File: config.mk
export PLATFORM = sky130hd
export DESIGN_NAME = quadrature_lo_gen_flat
export DESIGN_NICKNAME = d
export VERILOG_FILES = /design/src/rtl/quadrature_lo_pkg.sv /design/src/rtl/quadrature_lo_gen_if.sv /design/src/rtl/quadrature_lo_gen_prescaler.sv /design/src/rtl/quadrature_lo_gen.sv /design/src/flat_wrapper.sv
export SDC_FILE = /design/constraint.sdc
export NUM_CORES = 1
export LEC_CHECK = 0
export BUFFER_PORTS_ARGS = -buffer_cell sky130_fd_sc_hd__buf_2
export CAP_MARGIN = 20
export CORE_UTILIZATION = 43
export DETAILED_ROUTE_END_ITERATION = 16
export SYNTH_ARGS = -nofsm -noshare
export SYNTH_HDL_FRONTEND = slang
export SYNTH_HIERARCHICAL = 1
export SYNTH_SLANG_ARGS = --single-unit
File: constraint.sdc
create_clock -name clk -period 2.7 [get_ports clk]
set_input_delay 0.405 -clock clk [delete_from_list [all_inputs] [get_ports clk]]
set_output_delay 0.405 -clock clk [all_outputs]
set_load 0.03 [all_outputs]
File: src/rtl/quadrature_lo_pkg.sv
// Shared types and helpers for the quadrature LO generator.
// QLO_DUTY25_EN selects the one-hot (1/N duty) phase decode instead of the 50% overlapping decode.
package quadrature_lo_pkg;

    typedef enum logic [1:0] {
        IDLE = 2'd0,
        RUN  = 2'd1,
        STOP = 2'd2
    } state_t;

    function automatic int ph_w(input int num_phases);
        return $clog2(num_phases);
    endfunction

    // Level of LO phase k while the ring sits at state p (num_phases is a power of two).
    function automatic logic phase_bit(input int p, input int k, input int num_phases);
`ifdef QLO_DUTY25_EN
        return (p == k);
`else
        return (((p - k) & (num_phases - 1)) < (num_phases / 2));
`endif
    endfunction

endpackage

File: src/rtl/quadrature_lo_gen_if.sv
// Control/status bundle between the LO generator and its controller.
interface quadrature_lo_gen_if #(
    parameter int DIV_W      = 8,
    parameter int NUM_PHASES = 4
);
    logic                  en;
    logic                  cfg_load;
    logic [DIV_W-1:0]      div_ratio;
    logic                  dir;
    logic [NUM_PHASES-1:0] out_ph;
    logic                  lo_sync;
    logic                  busy;
    logic                  cfg_pending;

    modport master (
        output en, cfg_load, div_ratio, dir,
        input  out_ph, lo_sync, busy, cfg_pending
    );

    modport slave (
        input  en, cfg_load, div_ratio, dir,
        output out_ph, lo_sync, busy, cfg_pending
    );
endinterface

File: src/rtl/quadrature_lo_gen_prescaler.sv
// Prescale counter producing the phase-advance tick, with pending/active ratio handover.
module lo_prescaler #(
    parameter int DIV_W       = 8,
    parameter int DEFAULT_DIV = 0
) (
    input  logic             clk,
    input  logic             n_rst,
    input  logic             running,
    input  logic             cfg_load,
    input  logic [DIV_W-1:0] div_ratio,
    output logic             tick,
    output logic             apply,
    output logic             cfg_pending
);
    localparam logic [DIV_W-1:0] DIV_DEF = DIV_W'(DEFAULT_DIV);
    localparam logic [DIV_W-1:0] DIV_ONE = DIV_W'(1);

    logic [DIV_W-1:0] cnt_reg, cnt_next;
    logic [DIV_W-1:0] act_div_reg, act_div_next;
    logic [DIV_W-1:0] pend_div_reg, pend_div_next;
    logic             pend_reg, pend_next;
    logic             load_direct;

    always_comb begin
        tick          = running && (cnt_reg == act_div_reg);
        // While idle a load goes straight to the active ratio so a start in the same cycle uses it.
        load_direct   = !running && cfg_load;
        apply         = running ? (pend_reg && tick) : (cfg_load || pend_reg);
        act_div_next  = act_div_reg;
        if (load_direct)
            act_div_next = div_ratio;
        else if (apply)
            act_div_next = pend_div_reg;
        pend_div_next = cfg_load ? div_ratio : pend_div_reg;
        pend_next     = pend_reg;
        if (cfg_load && running)
            pend_next = 1'b1;
        else if (apply)
            pend_next = 1'b0;
        cnt_next      = (!running || tick) ? '0 : cnt_reg + DIV_ONE;
    end

    always_ff @(posedge clk or negedge n_rst) begin
        if (!n_rst) begin
            cnt_reg      <= '0;
            act_div_reg  <= DIV_DEF;
            pend_div_reg <= DIV_DEF;
            pend_reg     <= 1'b0;
        end else begin
            cnt_reg      <= cnt_next;
            act_div_reg  <= act_div_next;
            pend_div_reg <= pend_div_next;
            pend_reg     <= pend_next;
        end
    end

    assign cfg_pending = pend_reg;

endmodule

File: src/rtl/quadrature_lo_gen.sv
// Multiphase LO generator: run/stop FSM, phase ring with sideband select and registered decode.
// Build option QLO_DUTY25_EN switches the decode to one-hot non-overlapping phases.
module quadrature_lo_gen
    import quadrature_lo_pkg::*;
#(
    parameter int DIV_W       = 8,
    parameter int NUM_PHASES  = 4,
    parameter int DEFAULT_DIV = 0
) (
    input  logic                clk,
    input  logic                n_rst,
    quadrature_lo_gen_if.slave  lo
);
    localparam int              PH_W   = ph_w(NUM_PHASES);
    localparam logic [PH_W-1:0] PH_ONE = PH_W'(1);

    state_t                  state_reg, state_next;
    logic [PH_W-1:0]         p_reg, p_next, p_step;
    logic                    dir_act_reg, dir_act_next;
    logic                    dir_pend_reg, dir_pend_next;
    logic [NUM_PHASES-1:0]   out_ph_reg, out_ph_next;
    logic                    lo_sync_reg, lo_sync_next;
    logic                    running, tick, apply, cfg_pending;

    assign running = (state_reg != IDLE);

    lo_prescaler #(
        .DIV_W       (DIV_W),
        .DEFAULT_DIV (DEFAULT_DIV)
    ) u_prescaler (
        .clk         (clk),
        .n_rst       (n_rst),
        .running     (running),
        .cfg_load    (lo.cfg_load),
        .div_ratio   (lo.div_ratio),
        .tick        (tick),
        .apply       (apply),
        .cfg_pending (cfg_pending)
    );

    always_comb begin
        state_next = state_reg;
        p_step     = dir_act_reg ? (p_reg - PH_ONE) : (p_reg + PH_ONE);
        p_next     = p_reg;
        case (state_reg)
            IDLE: begin
                if (lo.en) begin
                    state_next = RUN;
                    p_next     = '0;
                end
            end
            RUN: begin
                if (tick)
                    p_next = p_step;
                if (!lo.en)
                    state_next = STOP;
            end
            STOP: begin
                if (tick)
                    p_next = p_step;
                // Stop only on the wrap so the last phase cycle is never cut short.
                if (lo.en)
                    state_next = RUN;
                else if (tick && (p_next == '0))
                    state_next = IDLE;
            end
            default: state_next = IDLE;
        endcase

        dir_pend_next = lo.cfg_load ? lo.dir : dir_pend_reg;
        dir_act_next  = dir_act_reg;
        if (!running && lo.cfg_load)
            dir_act_next = lo.dir;
        else if (apply)
            dir_act_next = dir_pend_reg;

        lo_sync_next = (state_next == RUN) && (p_next == '0) && ((state_reg == IDLE) || tick);
    end

    // Outputs are decoded from next-state values so the flops track p with no combinational glitches.
    for (genvar gi = 0; gi < NUM_PHASES; gi++) begin : g_decode
        assign out_ph_next[gi] = (state_next != IDLE) && phase_bit(int'(p_next), gi, NUM_PHASES);
    end

    always_ff @(posedge clk or negedge n_rst) begin
        if (!n_rst) begin
            state_reg    <= IDLE;
            p_reg        <= '0;
            dir_act_reg  <= 1'b0;
            dir_pend_reg <= 1'b0;
            out_ph_reg   <= '0;
            lo_sync_reg  <= 1'b0;
        end else begin
            state_reg    <= state_next;
            p_reg        <= p_next;
            dir_act_reg  <= dir_act_next;
            dir_pend_reg <= dir_pend_next;
            out_ph_reg   <= out_ph_next;
            lo_sync_reg  <= lo_sync_next;
        end
    end

    assign lo.out_ph      = out_ph_reg;
    assign lo.lo_sync     = lo_sync_reg;
    assign lo.busy        = running;
    assign lo.cfg_pending = cfg_pending;

endmodule
File: src/flat_wrapper.sv
// flat-port wrapper written by rule: the top's interface ports become plain ports
module quadrature_lo_gen_flat import quadrature_lo_pkg::*;
#(
    parameter int DIV_W       = 8,
    parameter int NUM_PHASES  = 4,
    parameter int DEFAULT_DIV = 0
)
  (clk, n_rst, lo_en, lo_cfg_load, lo_div_ratio, lo_dir, lo_out_ph, lo_lo_sync, lo_busy, lo_cfg_pending);
  quadrature_lo_gen_if #(.DIV_W(DIV_W), .NUM_PHASES(NUM_PHASES)) lo_i ();
  input  logic clk;
  input  logic n_rst;
  input wire logic [$bits(lo_i.en)-1:0] lo_en;
  input wire logic [$bits(lo_i.cfg_load)-1:0] lo_cfg_load;
  input wire logic [$bits(lo_i.div_ratio)-1:0] lo_div_ratio;
  input wire logic [$bits(lo_i.dir)-1:0] lo_dir;
  output wire logic [$bits(lo_i.out_ph)-1:0] lo_out_ph;
  output wire logic [$bits(lo_i.lo_sync)-1:0] lo_lo_sync;
  output wire logic [$bits(lo_i.busy)-1:0] lo_busy;
  output wire logic [$bits(lo_i.cfg_pending)-1:0] lo_cfg_pending;
  assign lo_i.en = lo_en;
  assign lo_i.cfg_load = lo_cfg_load;
  assign lo_i.div_ratio = lo_div_ratio;
  assign lo_i.dir = lo_dir;
  assign lo_out_ph = lo_i.out_ph;
  assign lo_lo_sync = lo_i.lo_sync;
  assign lo_busy = lo_i.busy;
  assign lo_cfg_pending = lo_i.cfg_pending;
  quadrature_lo_gen #(.DIV_W(DIV_W), .NUM_PHASES(NUM_PHASES), .DEFAULT_DIV(DEFAULT_DIV)) u_core (.clk(clk), .n_rst(n_rst), .lo(lo_i));
endmodule
==> metrics.csv, run 1 <==
stage;metric;value;unit
setup_path;WP data arrival;2.55;ns
setup_path;crit path kind;flip-flop to flip-flop;
die;die area;0.00450;sq mm
yosys;post-synthesis sequential area ratio;0.495;
placement;Port Buffer Count;19;
setup_path;CP Launch Type;flip-flop;
placement;routability cong.;0.791;
detailed_routing;drt pass-1 iters;4;
yosys;post-synth top area share;0.495;
placement;placed cell area;0.00196;sq mm
clock_network;clk buf depth;2;
timing;Slew HR;0.473;
die;Die Y;67.0;um
clock_network;post-cts hold buffer count;0;
cells_and_area;Area growth syn-to-layout;13.1;%
clock_network;Post-CTS Setup Inserts;0;
grt;number of global-route vias before repair;1212;
clock_network;CTS Sinks;36;
timing;Final Hold Vio Count;0;
cells_and_area;number of diodes;0;
yosys;EDFF count, synth;0;
clock_network;Root Driver;clkbuf_8;
yosys;Mapped Area;0.00182;sq mm
yosys;most numerous cell in the Yosys netlist;dfrtp_1;
power_and_ir_drop;combinational power share;0.403;
power_and_ir_drop;final total power;0.00199;W
grt;global route total overflow;0;
detailed_routing;wire length on met1;1540;um
grt;largest net degree at the start of global routing;37;
detailed_routing;highest routed metal layer;met4;
detailed_routing;Routed WL;3300;um
yosys;most frequent cells after synthesis;36 x dfrtp_1, 12 x nor2_1, 10 x o21ai_0, 10 x xnor2_1;
power_and_ir_drop;Leakage;0.910;nW
timing;measured slew at the worst slew-check pin;0.790;ns
die;initial core utilization;0.452;
grt;initial antenna violation count;0;
die;# rows;23;
yosys;Area contributors post-synth;dfrtp_1 50%, mux2_2 5.6%, xnor2_1 4.8%;
clock_network;CTS-repair resized insts;0;
yosys;synthesized instance count;162;
detailed_routing;vias per cell;5.26;
setup_path;CP max FO;6;
min_path;worst hold path type;input pin to async pin;
yosys;post-synthesis register bit count;36;
die;CORE AREA;0.00403;sq mm
detailed_routing;WL per Instance;14.1;um
cells_and_area;Finished Cell Area;0.00206;sq mm
setup_path;worst path cell trace;inv_1 > ha_1 > inv_1 > inv_1 > nor3_1 > buf_4 > nand2b_1 > mux2i_1 > a22o_1 > inv_1 > ha_1 > nor3_1;
clock_network;CTS Buf Count;5;
yosys;Synth Warn #;6;
grt;global-route wire length before repair;5600;um
die;io pins;20;
cells_and_area;fraction of layout cells with a size suffix above 1;0.238;
outcome;status;complete, no violations;
power_and_ir_drop;Sw Pwr;0.000763;W
detailed_routing;met2 wire len;1600;um
power_and_ir_drop;total internal power;0.00123;W
timing;WHS;0.201;ns
detailed_routing;iteration-0 DRC count of the detailed router;60;
clock_network;worst-skew pair later-pin latency;0.28;ns
cells_and_area;fin util;0.511;
clock_network;CTS tree;built;
setup_path;most used cell, CP;inv_1;
power_and_ir_drop;Clk pwr share;0.195;
timing;Setup TNS Final;0;ns
yosys;syn_nets;181;
power_and_ir_drop;Power Dens Cells;968;mW/mm^2
placement;DP HPWL;2450;um
power_and_ir_drop;sequential power share;0.401;
yosys;Top FF cell, synth;dfrtp_1;
detailed_routing;routed via count;1235;
timing;Tcrit/Tclk final;0.870;
setup_path;CP Data Required Time;2.90;ns
detailed_routing;DRC violations left;0;
power_and_ir_drop;peak supply drop;0.556;mV
clock_network;H-tree depth;2;
setup_path;slowest stage delay, CP;0.41;ns
timing;clock skew;0.00456;ns
job;Max Cap Violations;0;
detailed_routing;routed wl met3;109;um
power_and_ir_drop;Sw Ratio;0.383;
timing;Tmin final;2.35;ns
timing;Max Freq;426;MHz
cells_and_area;Final Net Count;203;
timing;Slew Limit Fails;0;
setup_path;Worst Setup End Kind;flip-flop;
grt;GRT Total Usage;0.172;
clock_network;Clock Pin Slew Worst Setup and Hold Paths;0.07;ns
yosys;Post-Syn Area per Cell;11.2;sq um
die;Die W;67.0;um
detailed_routing;Final ANT Viol Nets;0;
yosys;asr flop ratio synth;1.00;
timing;Setup Viol. Count Final;0;
yosys;synth unique cells;35;
yosys;area leader, netlist;dfrtp_1;
timing;RSZ-0062 raised after global routing;false;
setup_path;Crit-path slowest cell;dfrtp_1;
[cells by family (layout without fill, tap and decap cells)]
| kind of cell | after synthesis | in the layout | synth area share |
|---|---|---|---|
| adders and majority gates | 6 | 6 | 0.0413 |
| AOI/OAI and AO/OA | 29 | 29 | 0.126 |
| xor gates and xnor gates | 16 | 16 | 0.0770 |
| buffers and inverters | 14 | 37 | 0.0296 |
| DFF | 36 | 36 | 0.495 |
| muxes | 11 | 11 | 0.0667 |
| and+or+nand+nor | 50 | 50 | 0.164 |
[final cells by class]
cell class,count,area (sq um)
Multi-Input combinational cell,112,865
Tap cell,50,62.6
Clock buffer,6,82.6
Inverter,9,33.8
Fill cell,376,1970
Clock inverter,2,10.0
Timing Repair Buffer,20,103
Sequential cell,36,901
[stage by stage]
stage | worst slack [ns] | std cells
after floorplan | 0.238 | 162
after global placement | 0.464 | 227
after detailed placement | 0.321 | 227
after CTS | 0.337 | 235
after global routing | 0.121 | 235
final | 0.350 | 235
[power by group through the flow]
stage / Sequential [W] / Combinational (W) / Clock [W]
floorplan: 0.000820 / 0.000609 / 0
finish: 0.000800 / 0.000804 / 0.000389
detailed placement: 0.000814 / 0.000805 / 0
global route: 0.000823 / 0.000892 / 0.000423
global placement: 0.000806 / 0.000775 / 0
CTS: 0.000803 / 0.000809 / 0.000403
[path summary, 6_finish.rpt]
check,from,to,slack (ns),cells past startpoint
worst min register to register,u_core/u_prescaler/pend_div_reg[7],u_core/u_prescaler/pend_div_reg[7],0.50,1
worst max register to register,u_core/state_reg[0],u_core/lo.out_ph[3],0.35,12
min in group clk,lo_div_ratio[7],u_core/u_prescaler/pend_div_reg[7],0.36,2
worst min-delay path,n_rst,u_core/u_prescaler/cnt_reg[6],0.20,1
max in group asynchronous,n_rst,u_core/u_prescaler/act_div_reg[4],2.00,1
worst max-delay path,u_core/state_reg[0],u_core/lo.out_ph[3],0.35,12
[cell usage in the layout, fill, tap and decap left out, drive strengths merged, types with 3 or more instances in the layout]
cell type / count
dfrtp: 36
buf: 20
nor2: 12
o21ai: 11
xnor2: 10
inv: 9
nand3b: 9
mux2: 9
a2bb2oi: 8
clkbuf: 6
xor2: 6
ha: 6
nor3: 5
nand3: 4
nand2: 4
a21oi: 3
nand4: 3
[routing by layer]
layer,vias up,track usage
met3,6,0.0548
met2,16,0.278
met1,602,0.213
li1,611,-
met4,0,0.0638
met5,-,0
[worst max-delay path: cells and delay by family, from the launching register on]
kind / cells / cell delay [ns]
AO/OA/AOI/OAI: 1 / 0.17
flip-flops: 1 / 0.41
buffers and inverters: 5 / 0.57
AND/OR/NAND/NOR: 3 / 0.44
multiplexers: 1 / 0.12
adder cells (fa/ha/maj): 2 / 0.56
Power figures use the tool's default switching activity.
==> inputs of run 2 (changes only) <==
--- a/config.mk
+++ b/config.mk
@@ -5,10 +5,10 @@
 export SDC_FILE = /design/constraint.sdc
 export NUM_CORES = 1
 export LEC_CHECK = 0
-export BUFFER_PORTS_ARGS = -buffer_cell sky130_fd_sc_hd__buf_2
 export CAP_MARGIN = 20
 export CORE_UTILIZATION = 43
 export DETAILED_ROUTE_END_ITERATION = 16
+export DONT_BUFFER_PORTS = 1
 export SYNTH_ARGS = -nofsm -noshare
 export SYNTH_HDL_FRONTEND = slang
 export SYNTH_HIERARCHICAL = 1
==> run 2 against run 1 <==
Net effect:
- sequential power is 3.4% higher
- core utilization decreased by 1.4 points
- cell count shrank 6.8%
- first-iteration DRC count is 3.3% lower
- die area unchanged
- fmax decreased by 2.6%
- combinational power decreased by 4.2%
- sequential share of layout area rose by 1.2 points
- final area shrank 2.7%
- critical endpoint is now u_core/lo.out_ph[1]
- largest power group is now registers
- highest routed layer unchanged
==> metrics.csv, run 2 (synthesized netlist as in run 1, its figures left out) <==
stage;metric;value;unit;change
grt;number of global-route vias before repair;1190;;-1.8%
die;CORE AREA;0.00403;sq mm;unchanged
timing;Slew Limit Fails;0;;unchanged
power_and_ir_drop;final total power;0.00200;W;+0.24%
timing;Max Freq;415;MHz;-2.6%
timing;measured slew at the worst slew-check pin;0.737;ns;-0.0531 ns
timing;RSZ-0062 raised after global routing;false;;
cells_and_area;commonest non-fill, non-tap cells in the layout;36 x dfrtp_1, 12 x nor2_1, 10 x o21ai_0, 10 x xnor2_1;;
min_path;hold endpoint;u_core/u_prescaler/cfg_pending;;
setup_path;slowest stage delay, CP;0.47;ns;+0.06 ns
placement;routability cong.;0.790;;-0.11%
timing;Setup TNS Final;0;ns;unchanged
die;die area;0.00450;sq mm;unchanged
job;Max Cap Violations;0;;unchanged
timing;clock skew;0.00910;ns;+0.00454 ns
timing;Tmin final;2.41;ns;+0.0621 ns
die;Die Y;67.0;um;unchanged
clock_network;CTS Sinks;36;;unchanged
die;# rows;23;;unchanged
clock_network;worst-skew pair later-pin latency;0.29;ns;about the same
detailed_routing;routed via count;1212;;-1.9%
detailed_routing;DRC violations left;0;;unchanged
setup_path;WP data arrival;2.58;ns;+0.03 ns
cells_and_area;fraction of layout cells with a size suffix above 1;0.154;;-0.0840
min_path;worst hold path type;input pin to flip-flop;;
power_and_ir_drop;Power Dens Cells;998;mW/mm^2;+3.1%
clock_network;Root Driver;clkbuf_8;;
timing;Slew HR;0.509;;+0.0353
grt;GRT Total Usage;0.180;;+0.00755
setup_path;FF-to-FF End;u_core/lo.out_ph[1];;
setup_path;CP Data Required Time;2.86;ns;-0.04 ns
grt;global route total overflow;0;;unchanged
power_and_ir_drop;peak supply drop;0.484;mV;-13%
setup_path;worst path cell trace;inv_1 > ha_1 > inv_1 > inv_1 > nor3_1 > nand2b_1 > mux2i_1 > a22o_1 > inv_1 > ha_1 > nor3b_1;;
detailed_routing;Final ANT Viol Nets;0;;unchanged
grt;global-route wire length before repair;5730;um;+2.3%
setup_path;Worst Setup End Kind;flip-flop;;
cells_and_area;commonest non-fill, non-tap cell in the layout;dfrtp_1;;
grt;largest net degree at the start of global routing;37;;unchanged
setup_path;CP max FO;6;;unchanged
setup_path;reg2reg start;u_core/state_reg[0];;
detailed_routing;drt pass-1 iters;4;;unchanged
setup_path;Worst Reg-to-Reg Cells;11;;-1
clock_network;Clock Pin Slew Worst Setup and Hold Paths;0.07;ns;about the same
timing;Setup Viol. Count Final;0;;unchanged
setup_path;crit path kind;flip-flop to flip-flop;;
timing;Final Hold Vio Count;0;;unchanged
placement;Port Buffer Count;0;;-19
clock_network;CTS Buf Count;5;;unchanged
cells_and_area;number of diodes;0;;unchanged
die;initial core utilization;0.452;;unchanged
power_and_ir_drop;Leakage;0.842;nW;-7.5%
min_path;Worst Hold Launch;lo_cfg_load;;
cells_and_area;Area growth syn-to-layout;9.97;%;
grt;initial antenna violation count;0;;unchanged
placement;DP HPWL;2420;um;-1.3%
timing;Tcrit/Tclk final;0.893;;+0.0230
min_path;Hold Crit Depth;2;;
clock_network;H-tree depth;2;;unchanged
detailed_routing;Routed WL;3430;um;+3.7%
setup_path;CP Launch Type;flip-flop;;
setup_path;most used cell, CP;inv_1;;
detailed_routing;iteration-0 DRC count of the detailed router;58;;-3.3%
clock_network;clk buf depth;2;;unchanged
die;Die W;67.0;um;unchanged
timing;WHS;0.235;ns;+0.0338 ns
die;io pins;20;;unchanged
outcome;status;complete, no violations;;
clock_network;Post-CTS Setup Inserts;0;;unchanged
detailed_routing;vias per cell;5.53;;+5.3%
setup_path;Crit-path slowest cell;nor3_1;;
detailed_routing;WL per Instance;15.6;um;+11%
setup_path;R2R setup slack;0.29;ns;-0.06 ns
clock_network;CTS tree;built;;
cells_and_area;Final Net Count;187;;-7.9%
[run 2: area by class of cell]
cell class                      instances  area (sq um)
Timing Repair Buffer                    4          45.0
Clock buffer                            7          86.3
Inverter                                9          33.8
Fill cell                             385          2030
Multi-Input combinational cell        112           865
Clock inverter                          1          7.51
Sequential cell                        36           901
Tap cell                               50          62.6
[run 2: how the worst max path moves through the flow]
| stage | start | to | cells past startpoint |
|---|---|---|---|
| 2_1_floorplan | u_core/state_reg[0] | u_core/lo.out_ph[1] | 11 |
| 3_3_place_gp | u_core/state_reg[0] | u_core/lo.out_ph[1] | 11 |
| 3_5_place_dp | u_core/state_reg[0] | u_core/lo.out_ph[1] | 11 |
| 4_1_cts | u_core/state_reg[1] | u_core/lo.out_ph[1] | 11 |
| 5_1_grt | u_core/state_reg[1] | u_core/lo.out_ph[1] | 11 |
| 6_report | u_core/state_reg[0] | u_core/lo.out_ph[1] | 11 |
[run 2: metrics by stage]
stage / cells / instance area (sq um) / util / setup WS (ns)
after detailed placement: 209 / 1880 / 0.466 / 0.305
after CTS: 219 / 2000 / 0.497 / 0.293
after floorplan: 162 / 1820 / - / 0.238
final: 219 / 2000 / 0.497 / 0.288
after global routing: 219 / 2000 / 0.497 / 0.00362
after global placement: 209 / 1880 / 0.466 / 0.363
[run 2: timing repair]
action / in CTS / in global routing
gates resized for setup: 0 / 0
hold buffers: 2 / 0
endpoints found under the hold margin: 36 / 0
[run 2: where the power goes]
group / switching (W) / total (W) / internal (W)
registers: 0.000152 / 0.000827 / 0.000676
clock network: 0.000192 / 0.000399 / 0.000207
logic: 0.000426 / 0.000770 / 0.000344
[run 2: worst max-delay path: cells and delay by family, from the launching register on]
family / cells / cell delay, ns
and+or+nand+nor: 3 / 0.71
adders and majority gates: 2 / 0.56
DFF: 1 / 0.42
buffers and inverters: 4 / 0.28
AOI/OAI and AO/OA: 1 / 0.17
muxes: 1 / 0.14
[run 2: layer usage]
metal	wire length (um)	share of wire	vias up	global-route usage
met5	0	0	-	0
met4	46	0.013	0	0.0638
met3	137	0.040	5	0.0668
met2	1570	0.46	15	0.253
met1	1670	0.49	613	0.249
li1	-	-	579	-
